[src/rtl/lfsr_pattern_gen.sv]
// lfsr_pattern_gen: Fibonacci-style LFSR pattern source with a valid/ready
// output, a run counter and an optional MISR that compacts response words.
// Optional feature macro: LFSR_MISR_EN (signature compaction). When it is not
// defined, signature is tied to 0 and resp_data/resp_valid are unused.
module lfsr_pattern_gen #(
    parameter int               WIDTH    = 12,
    parameter logic [WIDTH-1:0] TAPS     = 12'h829,
    parameter int               CNT_W    = 16,
    parameter logic [WIDTH-1:0] SEED_RST = WIDTH'(1)
) (
    input  logic             clk,
    input  logic             resetn,
    input  logic [WIDTH-1:0] seed,
    input  logic             seed_load,
    input  logic             start,
    input  logic             abort,
    input  logic [CNT_W-1:0] num_patterns,
    output logic [WIDTH-1:0] pat_data,
    output logic             pat_valid,
    input  logic             pat_ready,
    output logic             busy,
    output logic             done,
    input  logic [WIDTH-1:0] resp_data,
    input  logic             resp_valid,
    output logic [WIDTH-1:0] signature
);

    typedef enum logic [1:0] {IDLE = 2'd0, RUN = 2'd1, DONE = 2'd2} state_t;

    state_t           state_q, state_d;
    logic [WIDTH-1:0] lfsr_q;
    logic [CNT_W-1:0] cnt_q;
    logic             hs;
    logic             start_ok;

    // A start is only honoured while idle; it also clears the MISR.
    assign start_ok = (state_q == IDLE) && start;
    assign hs       = pat_valid && pat_ready;
    assign pat_data = lfsr_q;

    // State register.
    always_ff @(posedge clk or negedge resetn) begin
        if (!resetn) state_q <= IDLE;
        else         state_q <= state_d;
    end

    // Next-state logic; abort wins over the final handshake so it never yields done.
    always_comb begin
        state_d = state_q;
        case (state_q)
            IDLE: if (start) state_d = (num_patterns == '0) ? DONE : RUN;
            RUN: begin
                if (abort)                           state_d = IDLE;
                else if (hs && cnt_q == CNT_W'(1))   state_d = DONE;
            end
            DONE:    state_d = IDLE;
            default: state_d = IDLE;
        endcase
    end

    // Output decode; depends on the state register only, never on pat_ready.
    always_comb begin
        pat_valid = (state_q == RUN);
        busy      = (state_q == RUN) || (state_q == DONE);
        done      = (state_q == DONE);
    end

    // LFSR: seed load in idle (zero seed would lock up, so it becomes 1),
    // step on every accepted pattern, otherwise hold across runs.
    always_ff @(posedge clk or negedge resetn) begin
        if (!resetn) begin
            lfsr_q <= SEED_RST;
        end else if (state_q == IDLE && seed_load) begin
            lfsr_q <= (seed == '0) ? WIDTH'(1) : seed;
        end else if (hs) begin
            lfsr_q <= {lfsr_q[WIDTH-2:0], ^(lfsr_q & TAPS)};
        end
    end

    // Remaining-pattern counter.
    always_ff @(posedge clk or negedge resetn) begin
        if (!resetn)       cnt_q <= '0;
        else if (start_ok) cnt_q <= num_patterns;
        else if (hs)       cnt_q <= cnt_q - CNT_W'(1);
    end

`ifdef LFSR_MISR_EN
    logic [WIDTH-1:0] sig_q;

    // MISR: cleared by an accepted start, otherwise folds in every valid response.
    always_ff @(posedge clk or negedge resetn) begin
        if (!resetn)         sig_q <= '0;
        else if (start_ok)   sig_q <= '0;
        else if (resp_valid) sig_q <= {sig_q[WIDTH-2:0], ^(sig_q & TAPS)} ^ resp_data;
    end

    assign signature = sig_q;
`else
    logic unused_resp;
    assign unused_resp = ^{resp_valid, resp_data};
    assign signature   = '0;
`endif

endmodule

[config.mk]
export PLATFORM = sky130hd
export DESIGN_NAME = lfsr_pattern_gen
export DESIGN_NICKNAME = d
export VERILOG_FILES = /design/src/rtl/lfsr_pattern_gen.sv
export SDC_FILE = /design/constraint.sdc
export NUM_CORES = 1
export LEC_CHECK = 0
export ABC_AREA = 1
export CORE_UTILIZATION = 46
export CTS_CLUSTER_SIZE = 16
export DETAILED_ROUTE_END_ITERATION = 10
export GPL_ROUTABILITY_DRIVEN = 0
export HOLD_SLACK_MARGIN = 0.02
export PLACE_DENSITY_LB_ADDON = 0.12
export REMOVE_ABC_BUFFERS = 1
export SLEW_MARGIN = 20
export SYNTH_ARGS = -nofsm -noshare
export SYNTH_HDL_FRONTEND = slang
export SYNTH_SLANG_ARGS = --single-unit
[constraint.sdc]
create_clock -name clk -period 2.1 [get_ports clk]
set_clock_uncertainty 0.2 [all_clocks]
set_input_delay 0.42 -clock clk [delete_from_list [all_inputs] [get_ports clk]]
set_output_delay 0.42 -clock clk [all_outputs]
set_load 0.05 [all_outputs]
==> run metrics <==
outcome finished, final reports clean; Cell Area, Synth 2110 µm²; Async S/R FF share, synth 100%; drt total wl 4910 µm; top-count cell post-synth nand2_1; hold crit path type register to register; DP Wirelength about 3700 µm; Crit path largest cell delay 0.37 ns; clock share of power 10.4%; via count 1994; Synth top cells by count nand2_1, nor2_1, inv_1; Startpoint Class register; FF-to-FF setup slack slightly below 0.3 ns; worst skew pair latency 0.28 ns; post-route ant nets 0; worst hold stages 2; vias per cell between 4 and 5; crit path kind register to primary output; width of the die 69.8 µm; register area share after synthesis approximately 36%; fin nets 402; Net Sw Frac approximately half; Comb power frac 61.9%; overall power around 0.0042 W; Reg power frac 27.8%; Post-CTS Hold Fix Bufs 0; fmax 549 MHz; top post-synthesis cells by area dfrtp_1, nand2_1, nand3_1, nor2_1, inv_1; unrepaired setup endpoints after global routing no; CP Depth 3; Int Pwr a little over 0.002 W; worst path cell trace inv_1 -> ha_1 -> buf_12; top-area cell type share of the netlist area 34.4%; Syn Area/Cell 7.09 µm²; synth-to-layout area growth 26.2%; htree depth 2; Syn Inst Count 298; Final Max Tran Viols 0; Post-CTS Setup Inserts 0; Max-cap violations 0; Initial Util 48.2%; Port Buffers 48; die area between 4000 and 5000 µm²; first-pass GRT wire length roughly 8600 µm; crit path DAT 1.20 ns; setup_tns 0 ns; critical path capture point type primary output; vias in the first global route 1917; Final Hold Viols 0; CORE AREA 4380 µm²; n_diodes 0; Std-Cell Rows 24; layout cells sized above 1 13.1%; power per cell area around 1600 nW/µm²; clock slew at reported path FFs 0.06 ns; largest net degree at the start of global routing 31; gr ovfl total 0; Yosys top cell by area dfrtp_1; CTS root buf clkbuf_8; R2R cell count 8; I/O pin cnt 74; Sinks on Clock Net 30; Pleak approximately 1.3 nW; drt pass-1 iters 4; CP Max Fanout 3; final setup vio count 0; Yosys Warn Count 0; number of flops mapped to enable cells by yosys 0; initial antenna violation count 0; Die Y 69.8 µm; post-CTS sizing 0; Sw Pwr 0.00217 W; Cell variety after synth 32; Final min period 1.82 ns; register bit total from synthesis 30; initial DRC count 131; Buf+Inv Stages, Crit Path 2; Req. time, crit path 1.48 ns; CTS max path bufs 2; gr usage total approximately 22%; number of buffers created by CTS 5; Filler cells between 400 and 500; Period Utilization, post-route 86.7%; CTS tree done; routed length per instance around 12 µm; Most used DFF post-synth dfrtp_1; VDD IR max 991 µV; CP top delay family flip-flops; slowest CP cell dfrtp_1; # DRC 0
per-layer routing:
metal / track usage [%] / routed length (µm) / part of all wire [%]
met3: 4.51 / 289 / 5.9
met2: 34.3 / 2200 / 45
met5: 0 / 0 / 0
met4: 9.11 / 96 / 2.0
met1: 30.5 / 2320 / 47
metrics by stage:
stage | area [µm²] | utilization, % | instances | setup slack [ns] | hold WS, ns
CTS | 2670 | 60.8 | 402 | 0.256 | 0.303
detailed placement | 2590 | 59.0 | 395 | 0.141 | 0.293
finish | 2670 | 60.8 | 402 | 0.279 | 0.305
global placement | 2590 | 59.0 | 395 | 0.165 | 0.285
floorplan | 2020 | - | 292 | 0.0590 | -0.0756
global route | 2670 | 60.8 | 402 | 0.0687 | 0.321
area by class of cell:
type                       instances  area [µm²]  area share (%)
multi-input combinational        225        1130            42.4
tap                               52        65.1            2.44
timing repair buffer              51         503            18.9
inverter                          37         139            5.21
clock buffer                       7        76.3            2.86
sequential                        30         752            28.2
final timing paths:
kind / startpoint / endpoint
hold reg to reg: pat_data[0] / pat_data[0]
hold / removal: pat_data[0] / pat_data[0]
setup / recovery: state_q[0] / busy
setup reg to reg: state_q[1] / cnt_q[15]
min in group asynchronous: resetn / pat_data[11]
max in group asynchronous: resetn / pat_data[0]
power groups by stage:
stage	Sequential (W)	Clock (W)	Combinational, W
after floorplan	0.00152	0	0.00147
after global placement	0.00116	0	0.00255
after detailed placement	0.00117	0	0.00259
after CTS	0.00116	0.000447	0.00260
after global routing	0.00121	0.000469	0.00288
final	0.00116	0.000434	0.00259
cells by family (layout without fill, tap and decap cells):
logic type                 Yosys count  after routing  share of synthesized area (%)
and+or+nand+nor                    169            169                           36.0
buffers and inverters               54             95                           12.9
AOI/OAI and AO/OA                   32             32                           9.48
DFF                                 30             30                           35.6
xor gates and xnor gates             7              7                           2.90
adders and majority gates            5              5                           2.96
other                                1             12                          0.178
registers in the layout (all words and copies together) (netlist names):
signal    cells
state_q       2
cnt_q        16
pat_data     12
cell usage in the layout, fill, tap and decap left out, drive strengths merged:
cell type and count:
o221ai 2, ha 5, a21oi 2, clkbuf 7, nand4 3, dfrtp 29, o21bai 2, o21ai 15
o22ai 3, a211oi 3, dfstp 1, nand3 29, buf 18, nor2 44, xor2 4, conb 12
clkdlybuf4s50 33, o211ai 4, or2 1, nor3 4, a31oi 1, nand2 88, inv 37, xnor2 3
tightest hold or removal path, cell delays in order (launching register included):
cell and delay (ns):
dfstp_2 0.39, nand2_1 0.06, nand2_1 0.05
(Power assumes the default switching activity.)
